File: src/rtl/exe_stage_pkg.sv
// exe_stage_pkg: bus widths, op bit indices and divider state encoding shared by exe_stage
package exe_stage_pkg;
  localparam int ID_TO_EXE_LEN  = 163;
  localparam int EXE_TO_MEM_LEN = 80;
  localparam int EXE_RF_LEN     = 38;
  localparam int DIV_W          = 32;
  localparam int ALU_ADD  = 0;
  localparam int ALU_SUB  = 1;
  localparam int ALU_SLT  = 2;
  localparam int ALU_SLTU = 3;
  localparam int ALU_AND  = 4;
  localparam int ALU_NOR  = 5;
  localparam int ALU_OR   = 6;
  localparam int ALU_XOR  = 7;
  localparam int ALU_SLL  = 8;
  localparam int ALU_SRL  = 9;
  localparam int ALU_SRA  = 10;
  localparam int ALU_LUI  = 11;
  localparam int MD_MUL   = 0;
  localparam int MD_MULH  = 1;
  localparam int MD_MULHU = 2;
  localparam int MD_DIV   = 3;
  localparam int MD_MOD   = 4;
  localparam int MD_DIVU  = 5;
  localparam int MD_MODU  = 6;
  localparam int SL_LDB   = 0;
  localparam int SL_LDH   = 1;
  localparam int SL_LDW   = 2;
  localparam int SL_STB   = 3;
  localparam int SL_STH   = 4;
  localparam int SL_STW   = 5;
  localparam int SL_LDBU  = 6;
  localparam int SL_LDHU  = 7;
  typedef enum logic [1:0] {DIV_IDLE, DIV_RUN, DIV_DONE} div_state_t;
endpackage

File: src/rtl/exe_stage_div_iter.sv
// exe_stage_div_iter: restoring radix-2 divider, done 33 cycles after start (EXE_DIV_ZERO_FAST_EN: divide by zero done after 1)
module exe_stage_div_iter
  import exe_stage_pkg::*;
(
  input  logic             clk,
  input  logic             resetn,
  input  logic             start,
  input  logic             signed_op,
  input  logic [DIV_W-1:0] dividend,
  input  logic [DIV_W-1:0] divisor,
  output logic             busy,
  output logic             done,
  output logic [DIV_W-1:0] quotient,
  output logic [DIV_W-1:0] remainder
);
  div_state_t state, state_nx;
  logic [4:0] cnt;
  logic [DIV_W-1:0] quot, rem, dvs, a_abs, b_abs;
  logic [DIV_W:0] tmp;
  logic a_neg, b_neg, q_neg, r_neg, dv_zero, ge, zero_fast;
`ifdef EXE_DIV_ZERO_FAST_EN
  assign zero_fast = divisor == '0;
`else
  assign zero_fast = 1'b0;
`endif
  assign a_neg = signed_op & dividend[DIV_W-1];
  assign b_neg = signed_op & divisor[DIV_W-1];
  assign a_abs = a_neg ? -dividend : dividend;
  assign b_abs = b_neg ? -divisor : divisor;
  assign tmp = {rem, quot[DIV_W-1]};
  assign ge = tmp >= {1'b0, dvs};
  assign busy = state != DIV_IDLE;
  assign done = state == DIV_DONE;
  assign quotient = dv_zero ? '1 : q_neg ? -quot : quot;
  assign remainder = r_neg ? -rem : rem;
  // next state: IDLE -> RUN for 32 steps -> DONE for one cycle -> IDLE
  always_comb begin
    state_nx = state == DIV_IDLE ? (start ? (zero_fast ? DIV_DONE : DIV_RUN) : DIV_IDLE) :
               state == DIV_RUN  ? (cnt == 5'd31 ? DIV_DONE : DIV_RUN) : DIV_IDLE;
  end
  // state register, operand capture and one shift-subtract step per RUN cycle
  always_ff @(posedge clk) begin
    if (!resetn) begin
      state <= DIV_IDLE;
      cnt <= '0;
    end else begin
      state <= state_nx;
      if (state == DIV_IDLE && start) begin
        quot <= a_abs;
        rem <= zero_fast ? a_abs : '0;
        dvs <= b_abs;
        cnt <= '0;
        q_neg <= a_neg ^ b_neg;
        r_neg <= a_neg;
        dv_zero <= divisor == '0;
      end else if (state == DIV_RUN) begin
        cnt <= cnt + 5'd1;
        rem <= ge ? tmp[DIV_W-1:0] - dvs : tmp[DIV_W-1:0];
        quot <= {quot[DIV_W-2:0], ge};
      end
    end
  end
endmodule

File: src/rtl/exe_stage.sv
// exe_stage: LoongArch32 execute stage (ALU, multiply, iterative divide, data-SRAM request); EXE_DIV_ZERO_FAST_EN shortens divide-by-zero
module exe_stage
  import exe_stage_pkg::*;
(
  input  logic                      clk,
  input  logic                      resetn,
  input  logic                      id_to_exe_valid,
  input  logic [ID_TO_EXE_LEN-1:0]  id_to_exe_bus,
  output logic                      exe_allowin,
  input  logic                      mem_allowin,
  output logic                      exe_to_mem_valid,
  output logic [EXE_TO_MEM_LEN-1:0] exe_to_mem_bus,
  output logic [EXE_RF_LEN-1:0]     exe_rf_bus,
  output logic                      data_sram_en,
  output logic [3:0]                data_sram_we,
  output logic [31:0]               data_sram_addr,
  output logic [31:0]               data_sram_wdata
);
  logic [ID_TO_EXE_LEN-1:0] bus_r;
  logic [31:0] pc, rkd_value, src1, src2;
  logic [31:0] add_res, sub_res, sra_res, alu_res, mul_res, div_q, div_r, div_res, result;
  logic [11:0] alu_op;
  logic [7:0] sl_op;
  logic [6:0] md_op;
  logic [4:0] dest, load_op;
  logic [3:0] st_we;
  logic signed [32:0] mul_a, mul_b;
  logic signed [63:0] prod;
  logic gr_we, mem_en, rfrom_mem, exe_valid, exe_ready_go, leave, mem_access;
  logic is_mul, is_div, div_started, div_held, div_start, div_busy, div_done;
  assign {pc, gr_we, dest, rkd_value, mem_en, alu_op, src1, src2, sl_op, rfrom_mem, md_op} = bus_r;
  assign add_res = src1 + src2;
  assign sub_res = src1 - src2;
  assign sra_res = $signed(src1) >>> src2[4:0];
  assign alu_res = ({32{alu_op[ALU_ADD]}}  & add_res)
                 | ({32{alu_op[ALU_SUB]}}  & sub_res)
                 | ({32{alu_op[ALU_SLT]}}  & {31'd0, $signed(src1) < $signed(src2)})
                 | ({32{alu_op[ALU_SLTU]}} & {31'd0, src1 < src2})
                 | ({32{alu_op[ALU_AND]}}  & (src1 & src2))
                 | ({32{alu_op[ALU_NOR]}}  & ~(src1 | src2))
                 | ({32{alu_op[ALU_OR]}}   & (src1 | src2))
                 | ({32{alu_op[ALU_XOR]}}  & (src1 ^ src2))
                 | ({32{alu_op[ALU_SLL]}}  & (src1 << src2[4:0]))
                 | ({32{alu_op[ALU_SRL]}}  & (src1 >> src2[4:0]))
                 | ({32{alu_op[ALU_SRA]}}  & sra_res)
                 | ({32{alu_op[ALU_LUI]}}  & src2);
  assign mul_a = {md_op[MD_MULH] & src1[31], src1};
  assign mul_b = {md_op[MD_MULH] & src2[31], src2};
  assign prod = mul_a * mul_b;
  assign mul_res = md_op[MD_MUL] ? prod[31:0] : prod[63:32];
  assign is_mul = |md_op[MD_MULHU:MD_MUL];
  assign is_div = |md_op[MD_MODU:MD_DIV];
  assign div_res = md_op[MD_DIV] | md_op[MD_DIVU] ? div_q : div_r;
  assign result = is_mul ? mul_res : is_div ? div_res : alu_res;
  assign div_start = exe_valid & is_div & ~div_started & ~div_busy;
  assign exe_ready_go = ~is_div | div_done | div_held;
  assign exe_allowin = ~exe_valid | (exe_ready_go & mem_allowin);
  assign exe_to_mem_valid = exe_valid & exe_ready_go;
  assign leave = exe_to_mem_valid & mem_allowin;
  exe_stage_div_iter u_div (
    .clk(clk),
    .resetn(resetn),
    .start(div_start),
    .signed_op(md_op[MD_DIV] | md_op[MD_MOD]),
    .dividend(src1),
    .divisor(src2),
    .busy(div_busy),
    .done(div_done),
    .quotient(div_q),
    .remainder(div_r)
  );
  assign mem_access = mem_en | (|sl_op);
  assign st_we = sl_op[SL_STW] ? 4'b1111 :
                 sl_op[SL_STH] ? (add_res[1] ? 4'b1100 : 4'b0011) :
                 sl_op[SL_STB] ? 4'b0001 << add_res[1:0] : 4'b0000;
  assign data_sram_en = exe_valid & mem_access & mem_allowin;
  assign data_sram_we = exe_valid ? st_we : 4'b0000;
  assign data_sram_addr = add_res;
  assign data_sram_wdata = sl_op[SL_STH] ? {2{rkd_value[15:0]}} : sl_op[SL_STB] ? {4{rkd_value[7:0]}} : rkd_value;
  assign load_op = {sl_op[SL_LDB], sl_op[SL_LDH], sl_op[SL_LDW], sl_op[SL_LDBU], sl_op[SL_LDHU]};
  assign exe_to_mem_bus = {pc, gr_we, dest, result, load_op, rfrom_mem, add_res[1:0], 2'b00};
  assign exe_rf_bus = {exe_valid & gr_we ? dest : 5'd0, rfrom_mem, result};
  // stage valid flag and instruction register
  always_ff @(posedge clk) begin
    if (!resetn) begin
      exe_valid <= 1'b0;
      bus_r <= '0;
    end else begin
      if (exe_allowin) exe_valid <= id_to_exe_valid;
      if (id_to_exe_valid & exe_allowin) bus_r <= id_to_exe_bus;
    end
  end
  // one divider start per instruction; hold its result until the instruction leaves
  always_ff @(posedge clk) begin
    if (!resetn || leave) begin
      div_started <= 1'b0;
      div_held <= 1'b0;
    end else begin
      if (div_start) div_started <= 1'b1;
      if (div_done) div_held <= 1'b1;
    end
  end
endmodule
File: config.mk
export PLATFORM = sky130hd
export DESIGN_NAME = exe_stage
export DESIGN_NICKNAME = d
export VERILOG_FILES = /design/src/rtl/exe_stage_pkg.sv /design/src/rtl/exe_stage_div_iter.sv /design/src/rtl/exe_stage.sv
export SDC_FILE = /design/constraint.sdc
export NUM_CORES = 2
export LEC_CHECK = 0
export ABC_AREA = 1
export CORE_MARGIN = 2
export CORE_UTILIZATION = 39
export CTS_CLUSTER_SIZE = 40
export DETAILED_ROUTE_END_ITERATION = 10
export PLACE_DENSITY_LB_ADDON = 0.3
export SLEW_MARGIN = 10
export SYNTH_ARGS = -nofsm -noshare
export SYNTH_HDL_FRONTEND = slang
export SYNTH_SLANG_ARGS = --single-unit
File: constraint.sdc
create_clock -name clk -period 28.5 [get_ports clk]
set_clock_uncertainty 0.2 [all_clocks]
set_input_delay 4.275 -clock clk [delete_from_list [all_inputs] [get_ports clk]]
set_output_delay 4.275 -clock clk [all_outputs]
set_load 0.03 [all_outputs]
---- Word-level counts from Yosys, hierarchy flattened ----
Index checks and enable logic that the tools add are counted.
word-level totals
  register bits ........................... 272
  output and inout bits ................... 189
  logic and storage cells ................. 122
cells by class
  add/subtract/negate cells ............... 8
  multipliers ............................. 1
  magnitude comparators ................... 3
  eq/ne operators ......................... 3
  shift operators ......................... 4
  mux-type cells .......................... 25
  bitwise operators ....................... 53
  reduce and logical (&&, ||, !) cells .... 13
operators with widths
  kind                   number
  $mux W32               15
  $or A32 B32 Y32        12
  $and A32 B32 Y32       11
  $neg A32 Y32           4
  $and A32 B1 Y32        2
  $lt A32 B32 Y1         2
  $mul A33 B33 Y64       1
  $sub A32 B32 Y32       2
  $ge A33 B32 Y1         1
  $add A32 B32 Y32       1
  $logic_not A32 Y1      1
  $not A32 Y32           1
  $shl A32 B5 Y32        1
  $shr A32 B5 Y32        1
  $sshr A32 B5 Y32       1
  $xor A32 B32 Y32       1
  $mux W4                5
  $and A1 B1 Y1          14
  $reduce_or A8 Y1       1
  $mux W2                3
  $or A1 B1 Y1           6
  $add A5 B1 Y5 const B  1
  $eq A5 B5 Y1 const B   1
  $mux W5                1
  15 further kinds       21

---- Depth between registers and ports, before layout ----
  word-level depth ........................ 15
  depth in mapped cells ................... 39
  gate-level depth less buffers ........... 35

---- Cells and area by module ----
Synthesis repeated with hierarchy kept, for this count alone.
unflattened totals
  cells, all modules ...................... 10001
  area total of the unflattened synthesis .. 68645.8 µm²
by module, submodules not included
  module              times used  cells an instance  area an instance (µm²)  seq. area each (µm²)
  exe_stage           1           8387               58356.0                 3323.2
  exe_stage_div_iter  1           1614               10289.9                 3113.0

---- Worst setup path after synthesis ----
No wires, ideal clock.
  path kind ............................... register -> output
  start ................................... reg bus_r[79]
  end ..................................... out exe_to_mem_bus[41]
  arrival ................................. 7963 ps
  required time ........................... 24025 ps
  setup slack ............................. 16062 ps
  cell stages (with the launch flop) ...... 32
  path buffers ............................ 4
  cells stage by stage .................... dfxtp_1 > buf_2 > nand2_1 > clkbuf_1 > buf_1 > nor2_1 > fa_1 > inv_1 > fa_1 > inv_1 > fa_1 > inv_1 > fa_1 > fa_1 > fa_1 > inv_1 > fa_1 > inv_1 > fa_1 > inv_1 > ha_1 > inv_1 > nor3_1 > nand2_1 > nor4_1 > a21oi_1 > nand3_1 > nand3_1 > nand2_1 > nand2_1 > nand2_1 > buf_4
on the way
  word-level cells in the longest chain between the ends .. 15
  elaborated cells between the ends (all ways) .. 34
ends and longest elaborated chain
  what                                                         line                              source
  start, declared                                              exe_stage.sv:19                   logic [ID_TO_EXE_LEN-1:0] bus_r;
  start signal, assigned                                       exe_stage.sv:90                   if (id_to_exe_valid & exe_allowin) bus_r <= id_to_exe_bus;
  $add A32 B32 Y32 / $sub A32 B32 Y32 (equally long branches)  exe_stage.sv:32, exe_stage.sv:33
  $and A32 B32 Y32 (on tied branches)                          exe_stage.sv:35, exe_stage.sv:36
  $or A32 B32 Y32                                              exe_stage.sv:36                   | ({32{alu_op[ALU_SUB]}} & sub_res)
  $or A32 B32 Y32                                              exe_stage.sv:37                   | ({32{alu_op[ALU_SLT]}} & {31'd0, $signed(src1) < $signed(src2)})
  $or A32 B32 Y32                                              exe_stage.sv:38                   | ({32{alu_op[ALU_SLTU]}} & {31'd0, src1 < src2})
  $or A32 B32 Y32                                              exe_stage.sv:39                   | ({32{alu_op[ALU_AND]}} & (src1 & src2))
  $or A32 B32 Y32                                              exe_stage.sv:40                   | ({32{alu_op[ALU_NOR]}} & ~(src1 | src2))
  $or A32 B32 Y32                                              exe_stage.sv:41                   | ({32{alu_op[ALU_OR]}} & (src1 | src2))
  $or A32 B32 Y32                                              exe_stage.sv:42                   | ({32{alu_op[ALU_XOR]}} & (src1 ^ src2))
  $or A32 B32 Y32                                              exe_stage.sv:43                   | ({32{alu_op[ALU_SLL]}} & (src1 << src2[4:0]))
  $or A32 B32 Y32                                              exe_stage.sv:44                   | ({32{alu_op[ALU_SRL]}} & (src1 >> src2[4:0]))
  $or A32 B32 Y32                                              exe_stage.sv:45                   | ({32{alu_op[ALU_SRA]}} & sra_res)
  $or A32 B32 Y32                                              exe_stage.sv:46                   | ({32{alu_op[ALU_LUI]}} & src2);
  $mux W32                                                     exe_stage.sv:54                   assign result = is_mul ? mul_res : is_div ? div_res : alu_res;
  $mux W32 *                                                   exe_stage.sv:54
  end, declared                                                exe_stage.sv:12                   output logic [EXE_TO_MEM_LEN-1:0] exe_to_mem_bus,
Mark *: on every way between the ends. The rest lies on a longest branch, timed or not.

---- Worst setup path in the final report ----
  start ................................... reg bus_r[1]
  end ..................................... out exe_rf_bus[25]
on the way
  word-level cells in the longest chain between the ends .. 4
  elaborated cells between the ends (all ways) .. 6
ends and longest elaborated chain
  what                              line                              source
  $and A1 B1 Y1 (on tied branches)  exe_stage.sv:47, exe_stage.sv:48
  $mul A33 B33 Y64                  exe_stage.sv:49                   assign prod = mul_a * mul_b;
  $mux W32                          exe_stage.sv:50                   assign mul_res = md_op[MD_MUL] ? prod[31:0] : prod[63:32];
  $mux W32 *                        exe_stage.sv:54
  end, declared                     exe_stage.sv:13                   output logic [EXE_RF_LEN-1:0] exe_rf_bus,
Marks and branches as above.

==> impl_metrics.ini <==
[setup_path]
slowest_delay_ps = 860
worst-path-buf-inv = 9
end_kind = output port
crit_fanout = 28
critPathTopFamily = adder cells
cp_data_required_time_ps = 24020
criticalPathCategory = reg -> out
arrival_ps = 10890
cpMaxStageDelayCell = fa_1
cpMostUsedCell = fa_1
startpoint_type = flip-flop
crit_cells = 31
r2r.worst_path.cells = 10

[yosys]
async_reset_ff_share_pct = 0
synth_area_um2 = 66900
yosysWarnings = 0
synth_top_family_by_area = adder cells
synth-compound-area-share_pct = 9.21
synthSimpleGateAreaFrac_pct = 24.0
muxShareOfSynthArea_pct = 0.209
synth-adder-area-share_pct = 40.2
ys_seq_area_share_pct = 9.61
synth-seq-cells = 272
synth_flop_cell = dfxtp_1
synth_cell_types = 68
syn_area_per_cell_um2 = 7.10
synthCells = 9428
synth-edff-count = 99
synth-xor-area-share_pct = 1.50

[power_and_ir_drop]
power.leakage_nw = 36.9
switching_power_mw = 3.47
powerDensity_nw_per_um2 = 76.3
seqPwrFrac_pct = 9.3
peakVddDrop_uv = 102
clkPwrFrac_pct = 9.6
pwr-share-comb_pct = 81.1
switching_share_pct = 62.2
p_int_mw = 2.11

[clock_tree]
clock_latency_ps = 660
cts.sinks = 272
cts_root_buf = clkbuf_16
post_cts_buffers = 0
path_clk_slew_ps = 60
cts_tree = yes
numCtsBuffers = 40
h-tree-depth = 2
post_cts_resized = 0
cts_hold_buf = 0
clk_path_buf_depth = 3

[floorplanning]
die_area_um2 = 175000
core_area_um2 = 171000
die_w_um = 418
rows = 152
start_util_pct = 39.1
die_y_um = 418
io_pins = 356

[worst_hold_path]
whs_path_depth = 2
worstHoldPathType = reg -> reg

[placed_design]
postPlaceCellArea_um2 = 71800
gp_congestion = 1.12
io_buffers = 353
dp.final_hpwl_um = 256000

[layout]
layout_common_cells = nand2_1, inv_1, fa_1
areaGrowthSynthToFinish_pct = 9.28
num-fill-cells = 17863
drive_gt1_share_pct = 4.20
final_common_cell = nand2_1
design_area_um2 = 73200
fin_nets = 11060

[routing]
via_per_inst = 5.54
firstDrtPassIters = 9
vias = 64819
routed_wl_um = 312000
routedWlPerCell_um = 26.7
drcViolationCount = 0
drtIter0Drc = 7788
drtAntennaViolNets = 0

[outcome]
status = completed

[global_routing]
grt_max_degree = 163
grt_pass1_vias = 64913
grt_pass1_wl_um = 451000
grtUsageTotal_pct = 35.6
grt_overflow = 0
grt_antenna_before_repair = 27

[timing]
hold_viol = 0
maxSlewHeadroom_pct = 10.1
tightest_slew_ps = 1350
fmax_mhz = 65.1
finalSetupViolations = 0
rsz0062_at_grt = false
final.period_utilization_pct = 53.9
tns_ps = 0
slew_viol_final = 0
fin_crit_ps = 15360

[job]
max-cap-violations = 0
stage by stage:
stage | setup WS, ps | util (%) | total power [mW] | cells | hold slack, ps
floorplan | 16060 | - | 3.16 | 9429 | 245
global placement | 13940 | 41.9 | 4.92 | 11609 | 255
detailed placement | 14060 | 41.9 | 4.93 | 11609 | 264
CTS | 13340 | 42.7 | 5.49 | 11682 | 272
global route | 12840 | 42.7 | 5.92 | 11685 | 289
finish | 13140 | 42.7 | 5.58 | 11698 | 270
power groups by stage:
stage / Sequential [mW] / Combinational [mW] / Clock [mW]
after floorplan: 0.474 / 2.69 / 0
after global placement: 0.518 / 4.41 / 0
after detailed placement: 0.519 / 4.41 / 0
after CTS: 0.511 / 4.44 / 0.542
after global routing: 0.516 / 4.85 / 0.554
final: 0.516 / 4.53 / 0.537
per-layer routing:
layer	GRT usage (%)	up-vias	share of wire, %
li1	-	28414	-
met1	46.8	32097	40
met2	52.0	3545	42
met3	11.5	749	11
met4	18.2	14	6.4
met5	0.972	-	0.058
cell families after synthesis:
group / after synthesis
AO/OA/AOI/OAI: 1121
XOR/XNOR: 114
adder cells (fa/ha/maj): 1475
buffers and inverters: 2553
flip-flops: 272
multiplexers: 13
other: 1
AND/OR/NAND/NOR: 3879
final cells by class:
type	count	area, µm²	share of cell area (%)
multi-input cells	6604	50300	68.8
clock buffers	53	1120	1.53
clock inverters	20	213	0.291
well taps	2233	2790	3.82
repair buffers	497	4620	6.32
inverters	2003	7520	10.3
diodes	16	40.0	0.0547
flip-flops and latches	272	6490	8.88
worst reg2reg max path, stage by stage, from the launching register on:
cell and delay, ps:
dfxtp_4 490, inv_2 410, buf_4 640, nand3_4 400, nor2_4 220, nand3_2 110, nor3_2 770, nand3_1 800
nand3b_4 520, o21ai_2 210, xor2_1 330
state kept, by name, indices dropped and copies added (netlist names):
| register | cells |
|---|---|
| bus_r | 163 |
| exe_valid | 1 |
| u_div.cnt | 5 |
| div_held | 1 |
| u_div.quot | 32 |
| u_div.state | 2 |
| u_div.dvs | 32 |
| div_started | 1 |
| u_div.r_neg | 1 |
| u_div.q_neg | 1 |
| u_div.rem | 32 |
| u_div.dv_zero | 1 |
synthesized netlist by cell type (89+ instances only):
cell type	n	area (µm²)
edfxtp_1	99	2970
fa_1	1128	22600
inv_1	1961	7360
o21ai_0	462	2310
clkbuf_1	258	968
ha_1	347	4340
a21oi_1	400	2000
xor2_1	97	850
nand3_1	510	2550
dfxtp_1	173	3460
buf_4	102	766
buf_2	96	480
nand2_1	2414	9060
nor2_1	672	2520
nand4_1	89	557
final timing paths:
path | startpoint | endpoint | slack [ps]
worst max-delay path | bus_r[1] | exe_rf_bus[25] | 13140
worst min-delay path | u_div.cnt[4] | u_div.cnt[4] | 270
worst max register to register | bus_r[17] | u_div.dvs[29] | 23120
worst min register to register | u_div.cnt[4] | u_div.cnt[4] | 270
Power figures use the tool's default switching activity.
